===== config.mk =====
export PLATFORM = sky130hd
export DESIGN_NAME = oled_i2c_sequencer
export DESIGN_NICKNAME = d
export VERILOG_FILES = /design/src/rtl/oled_i2c_sequencer_pkg.sv /design/src/rtl/oled_i2c_sequencer_rom.sv /design/src/rtl/oled_i2c_sequencer.sv
export SDC_FILE = /design/constraint.sdc
export NUM_CORES = 1
export LEC_CHECK = 0
export CORE_MARGIN = 4
export CORE_UTILIZATION = 50
export CTS_CLUSTER_DIAMETER = 30
export DETAILED_ROUTE_END_ITERATION = 12
export GPL_TIMING_DRIVEN = 0
export PLACE_DENSITY = 0.81
export SYNTH_ARGS = -nofsm -noshare
export SYNTH_HDL_FRONTEND = slang
export SYNTH_SLANG_ARGS = --single-unit

===== constraint.sdc =====
create_clock -name clk -period 2.8 [get_ports clk]
set_input_delay 0.42 -clock clk [delete_from_list [all_inputs] [get_ports clk]]
set_output_delay 0.42 -clock clk [all_outputs]
set_load 0.1 [all_outputs]

===== src/rtl/oled_i2c_sequencer_pkg.sv =====
// -----------------------------------------------------------------------------
// oled_i2c_sequencer_pkg
// Shared definitions for the SSD1306 OLED I2C sequencer: FSM state encoding,
// I2C control-byte constants, sequence lengths, and the column/page window
// command table.
// -----------------------------------------------------------------------------
package oled_i2c_sequencer_pkg;

    typedef enum logic [2:0] {
        ST_IDLE      = 3'd0,
        ST_INIT_REQ  = 3'd1,
        ST_INIT_WAIT = 3'd2,
        ST_WIN_REQ   = 3'd3,
        ST_WIN_WAIT  = 3'd4,
        ST_DATA_REQ  = 3'd5,
        ST_DATA_WAIT = 3'd6,
        ST_ERROR     = 3'd7
    } seq_state_t;

    localparam logic [7:0] CTRL_CMD  = 8'h00;
    localparam logic [7:0] CTRL_DATA = 8'h40;
    localparam int         INIT_LEN  = 25;
    localparam int         FB_BYTES  = 1024;
    localparam int         WIN_LEN   = 7;

    // Full-screen window: column 0..127, page 0..7. Byte 0 is the control byte.
    function automatic logic [7:0] win_byte(input logic [4:0] idx);
        logic [7:0] b;
        case (idx)
            5'd0:    b = CTRL_CMD;
            5'd1:    b = 8'h21;
            5'd2:    b = 8'h00;
            5'd3:    b = 8'h7F;
            5'd4:    b = 8'h22;
            5'd5:    b = 8'h00;
            5'd6:    b = 8'h07;
            default: b = 8'h00;
        endcase
        return b;
    endfunction

endpackage


===== src/rtl/oled_i2c_sequencer_rom.sv =====
// -----------------------------------------------------------------------------
// oled_init_rom
// Combinational SSD1306 power-up command list (25 bytes) for a 128x64 panel:
// display off, clock/mux/offset, charge pump on, horizontal addressing,
// segment/COM remap, contrast, precharge, VCOMH, resume RAM, normal, display on.
// Ports:
//   idx  in  5  command index 0..24 (larger indices read 8'h00)
//   cmd  out 8  command byte
// -----------------------------------------------------------------------------
module oled_init_rom (
    input  logic [4:0] idx,
    output logic [7:0] cmd
);

    always_comb begin
        cmd = 8'h00;
        case (idx)
            5'd0:  cmd = 8'hAE;
            5'd1:  cmd = 8'hD5;
            5'd2:  cmd = 8'h80;
            5'd3:  cmd = 8'hA8;
            5'd4:  cmd = 8'h3F;
            5'd5:  cmd = 8'hD3;
            5'd6:  cmd = 8'h00;
            5'd7:  cmd = 8'h40;
            5'd8:  cmd = 8'h8D;
            5'd9:  cmd = 8'h14;
            5'd10: cmd = 8'h20;   // memory addressing mode
            5'd11: cmd = 8'h00;   // horizontal
            5'd12: cmd = 8'hA1;
            5'd13: cmd = 8'hC8;
            5'd14: cmd = 8'hDA;
            5'd15: cmd = 8'h12;
            5'd16: cmd = 8'h81;
            5'd17: cmd = 8'hCF;
            5'd18: cmd = 8'hD9;
            5'd19: cmd = 8'hF1;
            5'd20: cmd = 8'hDB;
            5'd21: cmd = 8'h40;
            5'd22: cmd = 8'hA4;
            5'd23: cmd = 8'hA6;
            5'd24: cmd = 8'hAF;   // display on
            default: cmd = 8'h00;
        endcase
    end

endmodule


===== src/rtl/oled_i2c_sequencer.sv =====
// -----------------------------------------------------------------------------
// oled_i2c_sequencer
// Drives an I2C write master to initialise an SSD1306 and stream a 1024-byte
// framebuffer to it in CHUNK-sized data transactions, with NACK retry.
//
// state        | meaning
// -------------+------------------------------------------------------------
// IDLE         | waiting for start_init / start_frame
// INIT_REQ     | m_newd high for the 26-byte init transaction
// INIT_WAIT    | init transaction in flight
// WIN_REQ      | m_newd high for the 7-byte window transaction
// WIN_WAIT     | window transaction in flight
// DATA_REQ     | m_newd high for one framebuffer chunk
// DATA_WAIT    | chunk in flight
// ERROR        | retries exhausted; only start_init leaves
//
// Ports:
//   clk, rst (async, active-high)
//   start_init, start_frame         one-cycle requests
//   fb_rd_addr / fb_rd_data         framebuffer read port (1-cycle latency)
//   m_newd, m_op, m_waddr, m_din, m_num_byte_send   I2C master command
//   m_busy, m_done, m_ack_err, m_done_write         I2C master status
//   busy, init_done, frame_done, err, state_o       status
// -----------------------------------------------------------------------------
module oled_i2c_sequencer
    import oled_i2c_sequencer_pkg::*;
#(
    parameter logic [6:0] OLED_ADDR = 7'h3C,
    parameter int         CHUNK     = 16,
    parameter int         MAX_RETRY = 3
) (
    input  logic       clk,
    input  logic       rst,
    input  logic       start_init,
    input  logic       start_frame,
    output logic [9:0] fb_rd_addr,
    input  logic [7:0] fb_rd_data,
    output logic       m_newd,
    output logic       m_op,
    output logic [6:0] m_waddr,
    output logic [7:0] m_din,
    output logic [4:0] m_num_byte_send,
    input  logic       m_busy,
    input  logic       m_done,
    input  logic       m_ack_err,
    input  logic       m_done_write,
    output logic       busy,
    output logic       init_done,
    output logic       frame_done,
    output logic       err,
    output logic [2:0] state_o
);

    seq_state_t  state, state_nxt;
    logic [4:0]  idx;
    logic [10:0] chunk_base;
    logic [7:0]  retry;
    logic        ack_lat;
    logic [4:0]  rom_idx;
    logic [7:0]  rom_byte;
    logic        nack, xfer_ok, xfer_nack, retry_exhausted, frame_last;
    logic [10:0] remain, chunk_len;

    assign rom_idx = idx - 5'd1;

    oled_init_rom u_rom (
        .idx (rom_idx),
        .cmd (rom_byte)
    );

    // A NACK reported in the same cycle as m_done still counts.
    assign nack            = ack_lat | m_ack_err;
    assign xfer_ok         = m_done & ~nack;
    assign xfer_nack       = m_done & nack;
    assign retry_exhausted = (retry >= 8'(MAX_RETRY));
    assign remain          = 11'(FB_BYTES) - chunk_base;
    assign chunk_len       = (remain < 11'(CHUNK)) ? remain : 11'(CHUNK);
    assign frame_last      = (chunk_base + 11'(CHUNK)) >= 11'(FB_BYTES);

    assign m_op    = 1'b0;
    assign m_waddr = OLED_ADDR;
    assign state_o = state;

    always_ff @(posedge clk or posedge rst) begin
        if (rst) state <= ST_IDLE;
        else     state <= state_nxt;
    end

    always_comb begin
        state_nxt       = state;
        m_newd          = 1'b0;
        m_din           = 8'h00;
        m_num_byte_send = 5'd0;
        busy            = 1'b1;
        case (state)
            ST_IDLE: begin
                busy = 1'b0;
                if (start_init)                    state_nxt = ST_INIT_REQ;
                else if (start_frame && init_done) state_nxt = ST_WIN_REQ;
            end
            ST_INIT_REQ, ST_INIT_WAIT: begin
                m_num_byte_send = 5'(INIT_LEN + 1);
                m_din           = (idx == 5'd0) ? CTRL_CMD : rom_byte;
                if (state == ST_INIT_REQ) begin
                    m_newd = 1'b1;
                    if (m_busy) state_nxt = ST_INIT_WAIT;
                end else if (xfer_ok) begin
                    state_nxt = ST_IDLE;
                end else if (xfer_nack) begin
                    state_nxt = retry_exhausted ? ST_ERROR : ST_INIT_REQ;
                end
            end
            ST_WIN_REQ, ST_WIN_WAIT: begin
                m_num_byte_send = 5'(WIN_LEN);
                m_din           = win_byte(idx);
                if (state == ST_WIN_REQ) begin
                    m_newd = 1'b1;
                    if (m_busy) state_nxt = ST_WIN_WAIT;
                end else if (xfer_ok) begin
                    state_nxt = ST_DATA_REQ;
                end else if (xfer_nack) begin
                    state_nxt = retry_exhausted ? ST_ERROR : ST_WIN_REQ;
                end
            end
            ST_DATA_REQ, ST_DATA_WAIT: begin
                m_num_byte_send = 5'(chunk_len + 11'd1);
                m_din           = (idx == 5'd0) ? CTRL_DATA : fb_rd_data;
                if (state == ST_DATA_REQ) begin
                    m_newd = 1'b1;
                    if (m_busy) state_nxt = ST_DATA_WAIT;
                end else if (xfer_ok) begin
                    state_nxt = frame_last ? ST_IDLE : ST_DATA_REQ;
                end else if (xfer_nack) begin
                    state_nxt = retry_exhausted ? ST_ERROR : ST_DATA_REQ;
                end
            end
            ST_ERROR: begin
                busy = 1'b0;
                if (start_init) state_nxt = ST_INIT_REQ;
            end
            default: state_nxt = ST_IDLE;
        endcase
    end

    always_ff @(posedge clk or posedge rst) begin
        if (rst) begin
            idx        <= 5'd0;
            chunk_base <= 11'd0;
            retry      <= 8'd0;
            ack_lat    <= 1'b0;
            fb_rd_addr <= 10'd0;
            init_done  <= 1'b0;
            frame_done <= 1'b0;
            err        <= 1'b0;
        end else begin
            frame_done <= 1'b0;
            case (state)
                ST_INIT_REQ, ST_WIN_REQ, ST_DATA_REQ: begin
                    idx     <= 5'd0;
                    ack_lat <= 1'b0;
                    // Prime the read port with the first payload byte.
                    if (state == ST_DATA_REQ) fb_rd_addr <= chunk_base[9:0];
                end
                ST_INIT_WAIT, ST_WIN_WAIT, ST_DATA_WAIT: begin
                    if (m_ack_err) ack_lat <= 1'b1;
                    if (m_done_write) begin
                        idx <= idx + 5'd1;
                        // Byte 0 is the control byte, so the address only
                        // advances once payload bytes start going out.
                        if (state == ST_DATA_WAIT && idx != 5'd0)
                            fb_rd_addr <= fb_rd_addr + 10'd1;
                    end
                    if (xfer_nack) begin
                        if (retry_exhausted) begin
                            retry <= 8'd0;
                            err   <= 1'b1;
                        end else begin
                            retry <= retry + 8'd1;
                        end
                    end
                    if (xfer_ok) begin
                        retry <= 8'd0;
                        if (state == ST_INIT_WAIT) init_done <= 1'b1;
                        if (state == ST_WIN_WAIT)  chunk_base <= 11'd0;
                        if (state == ST_DATA_WAIT) begin
                            chunk_base <= chunk_base + 11'(CHUNK);
                            if (frame_last) frame_done <= 1'b1;
                        end
                    end
                end
                ST_ERROR: begin
                    if (start_init) begin
                        err       <= 1'b0;
                        init_done <= 1'b0;
                    end
                end
                default: ;
            endcase
        end
    end

endmodule

==> After elaboration in Yosys (flattened, before gate mapping) <==
Memories as Yosys holds them, arrays and structs flattened.
Cells that the tools add are included.
{ "word_totals": {"romBits": 256, "memories": 1, "reg_bits": 41, "out_inout_bits": 39, "wordCells": 129} }
{ "op_classes": {"n_eq_ne": 27, "addsub": 7, "order_cmp": 3, "mux": 55, "n_reduce_logical": 23, "bitwise": 4} }
{ "mem_list": {"columns": ["memory", "words", "word_bits", "rd", "rd_clocked_by_memory_dff", "wr", "line_no", "source"], "rows": [
  ["(no name shown)", 32, 8, 1, 0, 0, "oled_i2c_sequencer_rom.sv:17", "case (idx)"]
]} }
{ "op_table": {"columns": ["op", "count"], "rows": [
  ["$mux 3", 18],
  ["$mux 8", 5],
  ["$mux 10", 3],
  ["$pmux 7 s4", 1],
  ["$pmux 8 s3", 1],
  ["$mux 11", 2],
  ["$pmux 10 s2", 1],
  ["$ne 2x2->1 const B", 9],
  ["$pmux 3 s5", 1],
  ["$pmux 5 s3", 1],
  ["$mux 1", 14],
  ["$eq 3x3->1 const B", 4],
  ["$ne 3x3->1 const B", 4],
  ["$ne 4x4->1 const B", 3],
  ["$reduce_and 4->1", 3],
  ["$add 11x5->11 const B", 1],
  ["$ge 11x11->1 const B", 1],
  ["$lt 11x5->1 const B", 1],
  ["$sub 11x11->11 const A", 1],
  ["$add 10x1->10 const B", 1],
  ["$add 5x1->5 const B", 2],
  ["$eq 5x3->1 const B", 2],
  ["$mux 5", 2],
  ["$pmux 5 s2", 1],
  ["23 further kinds", 37]
]} }

==> Longest topological paths before layout <==
Gate-level depths: netlist of the first run.
{ "depth": {"word_depth": 6, "mapped_depth": 11, "ltp_nobuf": 7} }

==> Cells and area by module <==
A second synthesis of the first run with hierarchy kept.
{ "hier_totals": {"cells_unflattened": 374, "area_unflattened_um2": 3011.6} }
{ "by_module_without_submodules": {"columns": ["module", "cells_each", "area_each_um2", "n_inst", "seq_area_each_um2"], "rows": [
  ["oled_i2c_sequencer", 305, 2524.9, 1, 925.9],
  ["oled_init_rom", 69, 486.7, 1, 0.0]
]} }

==> Worst setup path before layout of the first run <==
OpenSTA, ideal clock, no wires.
{ "synth_timing": {"kind": "register to output", "start": "register state[1] (netlist: state_o[1])", "end": "output m_din[4]", "stages_incl_launch_ff": 7, "setup_slack_ps": -4384, "n_path_buf": 1, "t_arrival_ps": 6764, "t_required_ps": 2380, "cell_sequence": "dfrtp_1 > buf_4 > xnor2_1 > nor2_1 > nand2_1 > a31o_2 > o311ai_0"} }
{ "synth_via": {"elab_chain_len": 3, "word_cells_on_any_way": 10} }
{ "synth_rtl": {"columns": ["element", "line_no", "source"], "rows": [
  ["start: declaration", "oled_i2c_sequencer.sv:54", "seq_state_t state, state_nxt;"],
  ["start signal: assignment", "oled_i2c_sequencer.sv:86", "else state <= state_nxt;"],
  ["$eq 3x3->1 (tied with other cells)", "oled_i2c_sequencer.sv:95", "case (state)"],
  ["$reduce_or 2->1", "oled_i2c_sequencer.sv:95", null],
  ["$pmux 8 s3 (*)", "oled_i2c_sequencer.sv:95", null],
  ["end: declaration", "oled_i2c_sequencer.sv:41", "output logic [7:0] m_din,"]
]} }
Every way passes the cells marked *; elsewhere a longest branch is shown, timed or not.

==> Worst setup path in the final report of the first run <==
{ "layout_timing": {"start": "register idx[0]", "end": "output m_din[3]"} }
{ "layout_via": {"elab_chain_len": 4, "word_cells_on_any_way": 11} }
{ "layout_rtl": {"columns": ["element", "line_no", "source"], "rows": [
  ["start: declaration", "oled_i2c_sequencer.sv:55", "logic [4:0] idx;"],
  ["start signal: assignment", "oled_i2c_sequencer.sv:167", "idx <= idx + 5'd1;"],
  ["$sub 5x1->5", "oled_i2c_sequencer.sv:64", "assign rom_idx = idx - 5'd1;"],
  ["$mem_v2 32x8", null, null],
  ["$mux 8", "oled_i2c_sequencer.sv:103", "m_din = (idx == 5'd0) ? CTRL_CMD : rom_byte;"],
  ["$pmux 8 s3 (*)", "oled_i2c_sequencer.sv:95", null]
]} }
Marked as above.

==> results.yml, run 1 <==
clock_tree:
  clk_latency_ns: 0.30
  clk_pin_slew_worst_paths_ns: 0.08
  cts.sinks: 37
  cts_buffers: 5
  cts-root-buf: "clkbuf_8"
  cts_tree: "yes"
  cts-htree-levels: 2
  clockBufferDepth: 2
drt:
  drt_wl_total_um: 12400
  num_vias: 4035
  viasPerCell: 6.68
  first_pass_iters: 5
  drtAntennaViolNets: 0
  drc: 0
  drt_iter0_drc: 386
  routedWlPerCell_um: 20.5
global_route:
  grt_pass1_wl_um: 19300
  grt_max_degree: 38
  grt_use_total_pct: 28.4
  grt_pass1_vias: 3910
  grt_overflow: 0
  antenna_found_initial: 0
worst_setup_path:
  critical_path_required_ns: 2.38
  rrSetupSlack_ns: 0.19
  r2r_cells: 13
  worstPathArrival_ns: 2.61
  end_kind: "output port"
  worstSetupPathType: "reg2out"
  cp-start-kind: "flip-flop"
  r2r-start: "idx[0]$_DFFE_PP0P_"
  reg2reg_to: "fb_rd_addr[4]$_DFFE_PP0P_"
  crit_fanout: 6
finish:
  layout-drive-gt1-share_pct: 30.4
  insertedDiodeCount: 0
  stdcell_area_um2: 4980
  syn_to_final_growth_pct: 45.7
  finalNetCount: 554
die:
  dieArea_um2: 8230
  coreArea_um2: 6490
  initial_core_util_pct: 52.7
  num_rows: 29
  die_w_um: 90.7
  die_y_um: 90.7
  io_pins: 55
logic_synthesis:
  ys_async_sr_fraction_pct: 100
  synthCells: 439
  yosys_warnings: 0
  yosysUniqueCellTypes: 68
  syn-mean-instance-area_um2: 7.79
  synth-edff-count: 0
  synth.ff_latch_count: 37
  seq_area_frac_synth_pct: 27.1
  synth-main-ff-cell: "dfrtp_1"
  synthTopCellsByArea: "dfrtp_1, o21ai_0, nand2_1, ha_1, a21oi_1"
  synth_area_um2: 3420
  synth_top_area_share_pct: 27.1
  synth_top_area_cell: "dfrtp_1"
timing:
  clock_skew_ns: 0.00577
  final-setup-viol-count: 8
  slew_violations: 0
  min_period_over_period_pct: 108
  period_minus_slack_ns: 3.03
  maxSlewHeadroom_pct: 34.0
  fmax_ghz: 0.330
  final.setup.worst_slack_ns: -0.230
  rsz0062_at_grt: "yes"
  worstMarginPinSlew_ns: 0.987
  setup_tns_ns: -1.39
  finalHoldViolations: 0
min_path:
  hold_end: "retry[7]$_DFFE_PP0P_"
  worstHoldPathCells: 1
  hp-start: "retry[7]$_DFFE_PP0P_"
  hp-class: "reg2reg"
run_status:
  status: "finished with violations"
  failed_checks: "setup timing"
place:
  gp_congestion: 0.956
  hpwl_um: 7750
  post_dp_cell_area_um2: 4170
  dp_slack_ns: -1.21
  port_buffers: 46
run:
  maxCapViolCount: 0
cells by family (layout without fill, tap and decap cells):
logic type,count (synthesis),count (layout),synth area share (%)
mux,5,5,1.54
buf+inv,58,140,8.78
simple gates,171,171,26.0
compound gates,143,143,29.2
xor+xnor,11,11,2.82
flops,37,37,27.1
other cells,2,8,0.220
fa+ha+maj,12,12,4.39
layer usage:
layer  vias to the layer above  share of wire [%]  GRT usage [%]
li1                       1754                  -              -
met1                      1886                 38           35.5
met2                       320                 47           46.8
met3                        75                 10           4.92
met4                         0                5.1           14.5
met5                         -                  0              0
timing repair:
| item | in CTS | in global routing |
|---|---|---|
| setup endpoints to repair | 15 | 10 |
| gates resized for setup | 149 | 47 |
| cloned | 2 | 1 |
| setup buffers | 23 | 6 |
| pin swaps | 24 | 26 |
| hold buffers | 0 | 0 |
| endpoints found under the hold margin | 0 | 0 |
cells in the mapped netlist (4+ instances only):
cell and instances:
a211oi_1 4, a21o_1 7, a21oi_1 27, and2_1 8
and3_1 10, buf_2 15, buf_4 9, buf_6 4
clkbuf_1 15, dfrtp_1 37, ha_1 12, inv_1 13
nand2_1 42, nand2b_1 12, nand3_1 17, nand4_1 6
nor2_1 34, nor2b_1 9, nor3_1 9, o2111ai_1 4
o21a_1 6, o21ai_0 33, o221ai_1 4, o2bb2ai_1 4
o31ai_1 8, or2_2 4, xnor2_1 6, xor2_1 5
through the flow:
step / instances / hold WS, ns / utilization [%]
2_1_floorplan: 445 / 0.455 / -
3_3_place_gp: 568 / 0.474 / 64.2
6_report: 604 / 0.501 / 76.7
4_1_cts: 598 / 0.503 / 73.9
3_5_place_dp: 568 / 0.477 / 64.2
5_1_grt: 604 / 0.531 / 76.7
critical path, stage by stage, from the launching register on:
cell and delay (ns):
dfrtp_2 0.39, buf_8 0.11, clkinvlp_4 0.12, ha_4 0.21, buf_12 0.15, xnor2_4 0.18, buf_6 0.17, mux2_4 0.33
a221oi_4 0.31, o211ai_1 0.13, buf_6 0.21
placed cells by master (no fill, tap or decap), drive strengths merged, types with 4 or more instances in the layout:
| master | n |
|---|---|
| buf | 69 |
| nand2 | 42 |
| dfrtp | 37 |
| nor2 | 34 |
| o21ai | 33 |
| clkdlybuf4s50 | 31 |
| a21oi | 27 |
| clkbuf | 20 |
| nand3 | 17 |
| nand2b | 12 |
| ha | 12 |
| inv | 10 |
| and3 | 10 |
| nor2b | 9 |
| nor3 | 9 |
| o31ai | 9 |
| and2 | 8 |
| conb | 8 |
| a21o | 7 |
| o21a | 6 |
| nand4 | 6 |
| xnor2 | 6 |
| xor2 | 5 |
| a211oi | 5 |
| clkinvlp | 4 |
| o2bb2ai | 4 |
| or2 | 4 |
| a31oi | 4 |
| o221ai | 4 |
| o2111ai | 4 |
how the worst max path moves through the flow:
stage                                 from       end  slack (ns)  depth (start not counted)
floorplan           state_o[1]$_DFFE_PP0P_  m_din[3]       -0.96                          6
global placement        idx[1]$_DFFE_PP0P_  m_din[6]       -1.22                         11
detailed placement      idx[1]$_DFFE_PP0P_  m_din[6]       -1.21                         11
CTS                     idx[0]$_DFFE_PP0P_  m_din[3]       -0.18                         10
global route            idx[0]$_DFFE_PP0P_  m_din[3]       -0.26                         10
finish                  idx[0]$_DFFE_PP0P_  m_din[3]       -0.23                         10
registers in the layout, summed over array words and instances, names as in the netlist:
name and flops:
retry 8, ack_lat 1, frame_done 1, fb_rd_addr 10
idx 5, chunk_base 7, err 1, init_done 1
state_o 3
cell type report:
class,instances,area [µm²]
Sequential cell,37,938
Inverter,13,60.1
Multi-Input combinational cell,350,2640
Clock inverter,2,37.5
Timing Repair Buffer,77,797
Tap cell,77,96.3
Clock buffer,6,82.6
Fill cell,446,1510
Buffer,42,329
Power of run 1 is not shown: default switching activity piles up to over one toggle a cycle in this logic, so the estimate is an artifact.
==> run 2: changes to the inputs <==
--- a/config.mk
+++ b/config.mk
@@ -5,6 +5,7 @@
 export SDC_FILE = /design/constraint.sdc
 export NUM_CORES = 1
 export LEC_CHECK = 0
+export ABC_AREA = 0
 export CORE_MARGIN = 4
 export CORE_UTILIZATION = 50
 export CTS_CLUSTER_DIAMETER = 30
==> results of run 2 <==
Final layout, timing and power as in run 1 (identical DEF).
Power of run 2 is left out for the same reason.
==> run 3: changes to the inputs <==
--- a/config.mk
+++ b/config.mk
@@ -11,7 +11,7 @@
 export CTS_CLUSTER_DIAMETER = 30
 export DETAILED_ROUTE_END_ITERATION = 12
 export GPL_TIMING_DRIVEN = 0
-export PLACE_DENSITY = 0.81
+export PLACE_DENSITY_LB_ADDON = 0.3
 export SYNTH_ARGS = -nofsm -noshare
 export SYNTH_HDL_FRONTEND = slang
 export SYNTH_SLANG_ARGS = --single-unit
==> run 3 against run 2 <==
Effect of this change: design area fell by 4.4%; global-route usage decreased by 2.6 points; critical endpoint unchanged; clock skew is 0.0013 ns higher; the run still ends with setup timing left; sequential share of layout area rose by 0.86 points; via count is 6.8% lower.
==> results.yml, run 3 (same netlist as run 1, synthesis figures left out) <==
run_status:
  status: "finished with violations"
  failed_checks: "setup timing"
finish:
  syn_to_final_growth_pct: 39.3
  largest_register_ffs: 10
  layout-drive-gt1-share_pct: 28.3
  finalNetCount: 547
  instances_no_fill: 597
  stdcell_area_um2: 4770
  insertedDiodeCount: 0
  regMostFlops: "fb_rd_addr"
  reg.largest.list: "fb_rd_addr: 10 flops, retry: 8 flops, chunk_base: 7 flops"
  mostFrequentLayoutCells: "nand2_1, buf_4, dfrtp_1, clkdlybuf4s50_1, nor2_1"
  layout_commonest_cell: "nand2_1"
worst_setup_path:
  worstSetupPathType: "reg2out"
  r2r_cells: 13
  critical_path_required_ns: 2.38
  cp-start-kind: "flip-flop"
  crit_fanout: 8
  worstPathArrival_ns: 2.50
  end_kind: "output port"
clock_tree:
  clk_latency_ns: 0.29
  cts-root-buf: "clkbuf_8"
  cts.sinks: 37
  clockBufferDepth: 2
  clk_pin_slew_worst_paths_ns: 0.07
  cts_tree: "yes"
  cts-htree-levels: 2
  cts_buffers: 5
  cts.hold.buffers_added: 0
drt:
  drtAntennaViolNets: 0
  drt_wl_total_um: 10800
  viasPerCell: 6.30
  num_vias: 3762
  first_pass_iters: 6
  drc: 0
  drt_iter0_drc: 303
  routedWlPerCell_um: 18.1
timing:
  final-setup-viol-count: 8
  fmax_ghz: 0.343
  worstMarginPinSlew_ns: 0.981
  rsz0062_at_grt: "yes"
  min_period_over_period_pct: 104
  slew_violations: 0
  final.setup.worst_slack_ns: -0.118
  clock_skew_ns: 0.00708
  finalHoldViolations: 0
  period_minus_slack_ns: 2.92
  holdWs_ns: 0.495
  maxSlewHeadroom_pct: 34.4
global_route:
  grt_overflow: 0
  antenna_found_initial: 0
  grt_pass1_vias: 3512
  grt_use_total_pct: 25.8
  grt_pass1_wl_um: 17600
  grt_max_degree: 38
place:
  hpwl_um: 7780
  port_buffers: 46
  dp_slack_ns: -1.30
  post_dp_cell_area_um2: 4170
  dpl.cell_count: 568
  gp_congestion: 0.981
die:
  num_rows: 29
  io_pins: 55
  dieArea_um2: 8230
  die_w_um: 90.7
  coreArea_um2: 6490
  initial_core_util_pct: 52.7
  die_y_um: 90.7
min_path:
  worstHoldPathCells: 1
  hp-class: "reg2reg"
run:
  maxCapViolCount: 0
## run 3: changes by cell type in the layout (fill, tap and decap cells not counted), sizes merged
cell | before | now
buf | 69 | 60
bufinv | 1 | 0
clkbuf | 20 | 23
clkdlybuf4s15 | 3 | 2
clkdlybuf4s18 | 0 | 1
clkinv | 0 | 2
clkinvlp | 4 | 2
dlygate4sd2 | 2 | 1
inv | 10 | 11
## run 3: cell type report
class	count	area, µm²
inverters	13	61.3
clock inverters	2	10.0
repair buffers	71	711
fillers	483	1730
plain buffers	41	304
clock buffers	6	72.6
multi-input cells	350	2570
well taps	77	96.3
flip-flops and latches	37	938
## run 3: timing repair
action	in CTS	in global routing
buffers inserted	16	9
setup endpoints to repair	15	12
cloned	0	0
pin swaps	13	10
gates resized for setup	134	47
## run 3: stage by stage
step | setup TNS (ns) | util (%)
6_report | -0.683 | 73.4
5_1_grt | -1.38 | 73.4
3_3_place_gp | -11.27 | 64.2
3_5_place_dp | -11.36 | 64.2
2_1_floorplan | -3.76 | -
4_1_cts | -0.977 | 71.0
## run 3: worst paths after layout
kind / to / slack (ns) / start
setup reg to reg: fb_rd_addr[4]$_DFFE_PP0P_ / 0.27 / idx[0]$_DFFE_PP0P_
setup / recovery: m_din[3] / -0.12 / idx[0]$_DFFE_PP0P_
min in group asynchronous: idx[4]$_DFFE_PP0P_ / 0.59 / rst
hold reg to reg: retry[7]$_DFFE_PP0P_ / 0.50 / retry[7]$_DFFE_PP0P_
max in group asynchronous: state_o[0]$_DFFE_PP0P_ / 1.63 / rst
hold / removal: retry[7]$_DFFE_PP0P_ / 0.50 / retry[7]$_DFFE_PP0P_
## run 3: critical path, stage by stage (launching register included)
cell and delay, ns:
dfrtp_2 0.42, buf_8 0.13, clkinvlp_4 0.09, ha_4 0.22
buf_6 0.12, nor4b_4 0.23, a21oi_4 0.07, mux2_4 0.29
a221oi_2 0.29, o211ai_1 0.14, buf_6 0.21
## run 3: routing by layer
layer  part of all wire (%)  wire [µm]  vias to the layer above  track usage [%]
li1                       -          -                     1747                -
met3                    8.7        941                       31             5.25
met2                     46       5000                      201             40.4
met5                      0          0                        -                0
met4                    2.7        289                        0             9.57
met1                     42       4540                     1783             34.8
Power of run 3 is left out for the same reason.
